===== src/rtl/rl_hdr_crc_check.sv =====
// Receive-side RL02 header checker: assembles two 16-bit header words, recomputes the CRC-16 and compares it with the received CRC.
// Optional CRC-mismatch counter enabled by defining RL_CRC_ERRCNT_EN; otherwise err_count is tied to zero.
module rl_hdr_crc_check #(
  parameter logic [15:0] POLY           = 16'h8005,
  parameter logic [15:0] SEED           = 16'h0000,
  parameter int unsigned TIMEOUT_CYCLES = 64
) (
  input  logic        clk,
  input  logic        rst_n,
  input  logic        start,
  input  logic        bit_in,
  input  logic        bit_valid,
  output logic        busy,
  output logic        done,
  output logic        crc_ok,
  output logic        err_timeout,
  output logic [15:0] hdr_word0,
  output logic [15:0] hdr_word1,
  output logic [15:0] crc_rx,
  output logic [15:0] crc_calc,
  output logic [15:0] err_count
);

  typedef enum logic [1:0] {
    S_IDLE,
    S_DATA,
    S_CRCF,
    S_DONE
  } state_t;

  localparam logic [15:0] TO_LIMIT = 16'(TIMEOUT_CYCLES);

  state_t      state;
  logic [15:0] crc;
  logic [15:0] to_cnt;
  logic [5:0]  bit_cnt;

  logic        fb;
  logic [15:0] crc_next;
  logic        to_hit;

  always_comb begin
    fb       = bit_in ^ crc[15];
    crc_next = {crc[14:0], 1'b0} ^ (fb ? POLY : 16'h0000);
    // The cycle that would bring the idle count up to the limit is the abort cycle.
    to_hit   = !bit_valid && (to_cnt >= TO_LIMIT - 16'd1);
  end

  // NOTE: all state below is assigned with non-blocking (<=) so every register
  // samples pre-edge values; blocking assignments here would create ordering races.
  always_ff @(posedge clk or negedge rst_n) begin
    if (!rst_n) begin
      state       <= S_IDLE;
      crc         <= SEED;
      to_cnt      <= '0;
      bit_cnt     <= '0;
      busy        <= 1'b0;
      done        <= 1'b0;
      crc_ok      <= 1'b0;
      err_timeout <= 1'b0;
      hdr_word0   <= '0;
      hdr_word1   <= '0;
      crc_rx      <= '0;
      crc_calc    <= SEED;
    end else begin
      done        <= 1'b0;
      err_timeout <= 1'b0;

      if (start) begin
        // Restart from any state; a same-cycle bit_valid is deliberately dropped.
        state     <= S_DATA;
        crc       <= SEED;
        bit_cnt   <= '0;
        to_cnt    <= '0;
        busy      <= 1'b1;
        crc_ok    <= 1'b0;
        hdr_word0 <= '0;
        hdr_word1 <= '0;
        crc_rx    <= '0;
      end else begin
        case (state)
          S_IDLE: begin
            busy <= 1'b0;
          end

          S_DATA, S_CRCF: begin
            if (bit_valid) begin
              to_cnt  <= '0;
              bit_cnt <= bit_cnt + 6'd1;
              if (state == S_DATA) begin
                crc <= crc_next;
                if (!bit_cnt[4]) hdr_word0[bit_cnt[3:0]] <= bit_in;
                else             hdr_word1[bit_cnt[3:0]] <= bit_in;
                if (bit_cnt == 6'd31) begin
                  crc_calc <= crc_next;
                  state    <= S_CRCF;
                end
              end else begin
                crc_rx <= {crc_rx[14:0], bit_in};
                if (bit_cnt == 6'd47) state <= S_DONE;
              end
            end else if (to_hit) begin
              err_timeout <= 1'b1;
              busy        <= 1'b0;
              state       <= S_IDLE;
            end else if (to_cnt != 16'hFFFF) begin
              to_cnt <= to_cnt + 16'd1;
            end
          end

          S_DONE: begin
            done   <= 1'b1;
            crc_ok <= (crc_calc == crc_rx);
            busy   <= 1'b0;
            state  <= S_IDLE;
          end

          default: state <= S_IDLE;
        endcase
      end
    end
  end

`ifdef RL_CRC_ERRCNT_EN
  logic mismatch_done;

  // Counts on the same edge that raises done with a failing compare.
  assign mismatch_done = (state == S_DONE) && !start && (crc_calc != crc_rx);

  always_ff @(posedge clk or negedge rst_n) begin
    if (!rst_n) begin
      err_count <= '0;
    end else if (mismatch_done && (err_count != 16'hFFFF)) begin
      err_count <= err_count + 16'd1;
    end
  end
`else
  assign err_count = 16'h0000;
`endif

endmodule


===== config.mk =====
export PLATFORM = sky130hd
export DESIGN_NAME = rl_hdr_crc_check
export DESIGN_NICKNAME = d
export VERILOG_FILES = /design/src/rtl/rl_hdr_crc_check.sv
export SDC_FILE = /design/constraint.sdc
export NUM_CORES = 1
export LEC_CHECK = 0
export BUFFER_PORTS_ARGS = -buffer_cell sky130_fd_sc_hd__buf_2
export CELL_PAD_IN_SITES_DETAIL_PLACEMENT = 1
export CELL_PAD_IN_SITES_GLOBAL_PLACEMENT = 1
export CORE_MARGIN = 2
export CORE_UTILIZATION = 46
export CTS_BUF_LIST = sky130_fd_sc_hd__clkbuf_8
export CTS_CLUSTER_DIAMETER = 30
export DETAILED_ROUTE_END_ITERATION = 7
export GPL_ROUTABILITY_DRIVEN = 1
export MAX_ROUTING_LAYER = met4
export PLACE_DENSITY_LB_ADDON = 0.1
export SLEW_MARGIN = 0
export SYNTH_ARGS = -nofsm -noshare
export SYNTH_HDL_FRONTEND = slang
export SYNTH_SLANG_ARGS = --single-unit

===== constraint.sdc =====
create_clock -name clk -period 2.7 [get_ports clk]
set_input_delay 0.27 -clock clk [delete_from_list [all_inputs] [get_ports clk]]
set_output_delay 0.27 -clock clk [all_outputs]
set_load 0.05 [all_outputs]

Word level (Yosys, flattened, before mapping)
Cells that the tools add are included.
{"block": "totals", "reg_bits": 108, "latchBits": 0, "ram_bits": 0, "rom_bits": 0, "in_bits": 5, "output_inout_bits": 84, "elab_cells": 107, "memories": 0}
{"block": "op_classes", "addsub": 2, "multipliers": 0, "n_div": 0, "n_lt_le_gt_ge": 3, "eq_ne": 15, "n_shift": 0, "muxes": 50, "bitwise": 3, "n_reduce_logical": 22}
{"op": "16-bit 2-to-1 mux", "count": 24}
{"op": "16-bit bitwise mux", "count": 2}
{"op": "6-bit 2-to-1 mux", "count": 3}
{"op": "16-bit by 1-bit adder with 16-bit output, second input constant", "count": 1}
{"op": "16-bit equality test", "count": 1}
{"op": "16-bit by 6-bit greater-or-equal comparator with 1-bit output, second input constant", "count": 1}
{"op": "16-bit != test, second input constant", "count": 1}
{"op": "16-bit XOR", "count": 1}
{"op": "1-bit 2-to-1 mux", "count": 12}
{"op": "2-bit 2-to-1 mux", "count": 6}
{"op": "4-bit AND reduction", "count": 3}
{"op": "5-bit != test, second input constant", "count": 2}
{"op": "2-bit nonzero test", "count": 5}
{"op": "3-bit != test, second input constant", "count": 3}
{"op": "3-bit AND reduction", "count": 3}
{"op": "6-bit by 1-bit adder with 6-bit output, second input constant", "count": 1}
{"op": "6-bit by 5-bit equality test with 1-bit output, second input constant", "count": 1}
{"op": "6-bit equality test, second input constant", "count": 1}
{"op": "3-bit nonzero test", "count": 2}
{"op": "4-bit by 5-bit less-than comparator with 1-bit output, second input constant", "count": 1}
{"op": "5-bit AND reduction", "count": 1}
{"op": "1-bit demux with 4-bit select", "count": 1}
{"op": "2-bit equality test, second input constant", "count": 2}
{"op": "4-bit by 1-bit greater-or-equal comparator with 1-bit output, second input constant", "count": 1}
{"op": "other kinds (12)", "count": 16}

Depth between registers and ports, before layout
{"block": "logic_depth", "ltp_word": 10, "mapped_depth": 9}

Least setup slack after synthesis
OpenSTA, ideal clock, no wires.
{"block": "synth_path", "kind": "register -> register", "startpoint": "reg state[0]", "endpoint": "reg crc_calc[10]", "setup_time_ns": 0.125, "arrival_ns": 1.980, "slack_ns": 0.595, "path_stages_with_launch": 6, "n_path_buf": 1, "synth_period_minus_slack_ns": 2.105, "path_cell_list": "dfrtp_1 -> ha_1 -> nor3_4 -> nor4b_4 -> buf_6 -> mux2_2"}
{"block": "synth_between", "elab_chain_len": 3}
{"element": "start: declaration", "line": "33", "rtl": "state_t state;"}
{"element": "start signal: assignment", "line": "53", "rtl": "state <= S_IDLE;"}
{"element": "start signal: assignment", "line": "71", "rtl": "state <= S_DATA;"}
{"element": "start signal: assignment", "line": "96", "rtl": "state <= S_CRCF;"}
{"element": "2-bit by 1-bit equality test with 1-bit output / 2-bit equality test (equally long branches)", "line": "81, 90"}
{"element": "2-bit OR reduction", "line": "81", "rtl": "case (state)"}
{"element": "5-bit AND reduction (no line) (*)"}
{"element": "end signal: assignment", "line": "95", "rtl": "crc_calc <= crc_next;"}
{"element": "end: declaration", "line": "20", "rtl": "output logic [15:0] crc_calc,"}
Mark *: on every way between the ends. The rest lies on a longest branch, timed or not.
A chain may end at the register's enable or synchronous reset.

Worst setup path after layout
{"block": "layout_path", "startpoint": "reg to_cnt[12]", "endpoint": "reg state[1]"}
{"block": "layout_between", "elab_chain_len": 4}
{"element": "start: declaration", "line": "35", "rtl": "logic [15:0] to_cnt;"}
{"element": "start signal: assignment", "line": "107", "rtl": "to_cnt <= to_cnt + 16'd1;"}
{"element": "16-bit by 6-bit greater-or-equal comparator with 1-bit output", "line": "46", "rtl": "to_hit = !bit_valid && (to_cnt >= TO_LIMIT - 16'd1);"}
{"element": "1-bit logical AND", "line": "46"}
{"element": "4-bit != test (no line)"}
{"element": "4-bit AND reduction (no line)"}
No other way between the ends.

==> summary.txt <==
STA
  – Setup ws final: 469.4 ps
  – Worst Max-Slew Pin Slew: 1025 ps
  – Final hold vios: 0
  – Final setup viols: 0
  – Final Critical Period: 2231 ps
  – Fin Setup TNS: 0 ps
  – Max-Slew Margin vs Limit: 0.3140
  – Worst Clk Skew: 10.71 ps
  – Hold WS: 265.7 ps
  – Final period utilization: 0.8261
  – Slew Limit Fails: 0
  – RSZ-0062 raised after global routing: false
  – Fmax: 448.3 MHz

CTS
  – Clock Latency Late Sink: 370 ps
  – # hold bufs at CTS: 1
  – CTS sink cnt: 108
  – Clk buf depth: 2
  – Worst-path clk slew: 100 ps
  – TritonCTS clock tree: done
  – Cts repair resizes: 0
  – CTS root buf: clkbuf_8
  – Cts bufs inserted: 9
  – H-tree levels: 3
  – Buffer count from post-CTS setup fixing: 0

Routing
  – DRT Pass-1 Iters: 4
  – Antenna viol nets, final: 0
  – DRC violations left: 0
  – Number of DRC markers in iteration 0: 183
  – DR WL/cell: 17.52 um
  – WL final: 11,850 um
  – DR vias: 3,691
  – DR vias/cell: 5.460

Die
  – Site Rows: 38
  – Initial Util: 0.4702
  – Die H: 109.3 um
  – I/O pin count: 89
  – Die area: 11,940 um^2
  – Die Wd: 109.3 um
  – Core ar.: 10,840 um^2

Layout
  – Share of layout cells above drive strength 1: 0.2257
  – Layout area overhead: 12.98%
  – Non-filler cells, final: 676
  – Util after Layout: 0.5313
  – Nets: 543
  – Diodes inserted: 0
  – Final Cell Area: 5759 um^2

Power
  – Reg power frac: 0.511
  – Psw: 1.125 mW
  – Cell Pwr Density: 595.4 nW/um^2
  – Lkg Pwr: 3.135 nW
  – Max VDD drop: 306.2 uV
  – Cell internal pwr: 2.304 mW
  – Overall Power: 3.429 mW
  – Combinational share of power: 0.195
  – Clock power share: 0.294
  – Switching share of total power: 0.3282

Place
  – Place WS: 546.4 ps
  – RePlAce Congestion: 0.7490
  – Placed instance count: 659
  – PortBufs: 72
  – DP Area: 5548 um^2
  – Hpwl dp: 8501 um

Setup path
  – CP max FO: 9
  – Crit path launch type: register
  – Critical path type: reg2reg
  – Critical path data arrival time: 2470 ps
  – Worst EP required: 2940 ps
  – Crit end category: register
  – Slowest cell on crit path: nor4_1
  – Worst path cell trace: nor4_1 -> o21ai_1 -> or4_1 -> o311ai_0
  – Crit-path max cell delay: 580 ps

Yosys
  – Ys async rst share: 1.000
  – Main flop type after synthesis: dfrtp_1
  – Yosys warning count: 0
  – Post-synth design cell area: 5097 um^2
  – Flops & latches, synth: 108
  – Seq/Total Area, Yosys: 0.5302
  – EDFF count, synth: 0
  – Mapped Cells: 462
  – Yosys cell types: 47
  – Syn Area/Cell: 11.03 um^2

Status
  – Status: finished clean

Global routing
  – Grt ovf: 0
  – Vias in the first global route: 3,777
  – Largest net degree at the start of global routing: 72
  – Tot GR Track Use: 0.2184
  – First-pass GRT wire length: 19,590 um
  – Initial antenna violation count: 0

Worst hold path
  – Hold Crit Class: in2reg

Run
  – Max cap viols: 0
[flip-flops by register name (all words and copies together), names as in the netlist]
register and cells:
crc_ok 1, done 1, busy 1, to_cnt 16, hdr_word0 16, crc 16, crc_calc 16, bit_cnt 6
hdr_word1 16, err_timeout 1, crc_rx 16, state 2
[cells by family after synthesis]
| family | Yosys count | synth area share |
|---|---|---|
| AO/OA/AOI/OAI | 87 | 0.1154 |
| XOR/XNOR | 23 | 0.03952 |
| adder cells (fa/ha/maj) | 7 | 0.01718 |
| buffers and inverters | 49 | 0.05277 |
| flip-flops | 108 | 0.5302 |
| multiplexers | 52 | 0.1065 |
| other | 1 | 0.0007357 |
| AND/OR/NAND/NOR | 135 | 0.1377 |
[final timing paths]
check / cells past startpoint / slack [ps] / to / from
worst min register to register: 2 / 490 / crc_ok / crc_ok
worst min-delay path: 2 / 270 / crc_rx[0] / bit_in
max in group asynchronous: 3 / 1550 / hdr_word0[2] / rst_n
worst max register to register: 4 / 470 / state[1] / to_cnt[12]
min in group asynchronous: 2 / 400 / crc_rx[10] / rst_n
worst max-delay path: 4 / 470 / state[1] / to_cnt[12]
[final cells by class]
type / instances / area (um^2)
well taps: 140 / 175.2
fillers: 1213 / 5081
repair buffers: 84 / 467.9
clock buffers: 10 / 137.6
multi-input cells: 320 / 2182
clock inverters: 6 / 63.81
inverters: 8 / 30.03
flip-flops and latches: 108 / 2703
[critical path, delay by kind of cell (launching register included)]
family	cells	cell delay, ps
simple gates	2	1160
compound gates	2	550
flops	1	380
[per-layer routing]
metal	up-vias	wire, um	global-route usage
met5	-	0	-
met4	0	106	0.05877
met3	10	395	0.02690
met2	71	5938	0.3656
met1	1871	5405	0.2823
li1	1739	-	-
[synthesized netlist by cell type (2+ instances only)]
library cell	number	share of area
nor2b_1	4	0.0049
clkbuf_1	14	0.010
nand2_1	58	0.043
nor4_1	7	0.0086
nor3_1	2	0.0020
a21boi_0	2	0.0029
buf_2	8	0.0079
a21oi_1	8	0.0079
inv_1	7	0.0052
buf_4	18	0.027
xnor2_1	2	0.0034
xor2_1	21	0.036
nand4_1	2	0.0025
ha_1	7	0.017
a22o_1	31	0.053
o31ai_1	2	0.0029
nand2b_1	4	0.0049
or4_1	4	0.0059
and3_1	15	0.018
nor2_1	13	0.0096
o21ai_0	36	0.035
mux2_2	18	0.040
o311ai_0	2	0.0034
dfrtp_1	108	0.53
mux2i_1	34	0.067
or3_1	3	0.0037
nand3_1	11	0.011
and2_1	2	0.0025
[cell usage in the layout (no fill, tap or decap), types with 2 or more instances in the layout]
cell / count
o311ai_0: 2
inv_1: 8
a21boi_0: 2
buf_2: 71
xor2_1: 21
clkbuf_8: 10
mux2i_1: 34
nand3_1: 11
or4_1: 4
ha_1: 7
a21oi_1: 8
conb_1: 16
nand4_1: 2
xnor2_1: 2
o31ai_1: 2
nand2_1: 58
and2_1: 2
or3_1: 3
nor2_1: 13
o21ai_0: 36
nor4_1: 7
a22o_1: 31
nor2b_1: 4
dfrtp_1: 108
buf_4: 11
and3_1: 15
nand2b_1: 4
nor3_1: 2
mux2_2: 18
[power by group through the flow]
stage                     registers [mW]  logic (mW)  clock network (mW)
final                               1.75       0.667                1.01
after global routing                1.77       0.724                1.09
after CTS                           1.75       0.676                1.04
after detailed placement            1.78       0.674                   0
after global placement              1.78       0.659                   0
after floorplan                     1.96       0.314                   0
No activity file was read; power rests on OpenSTA's default activity.
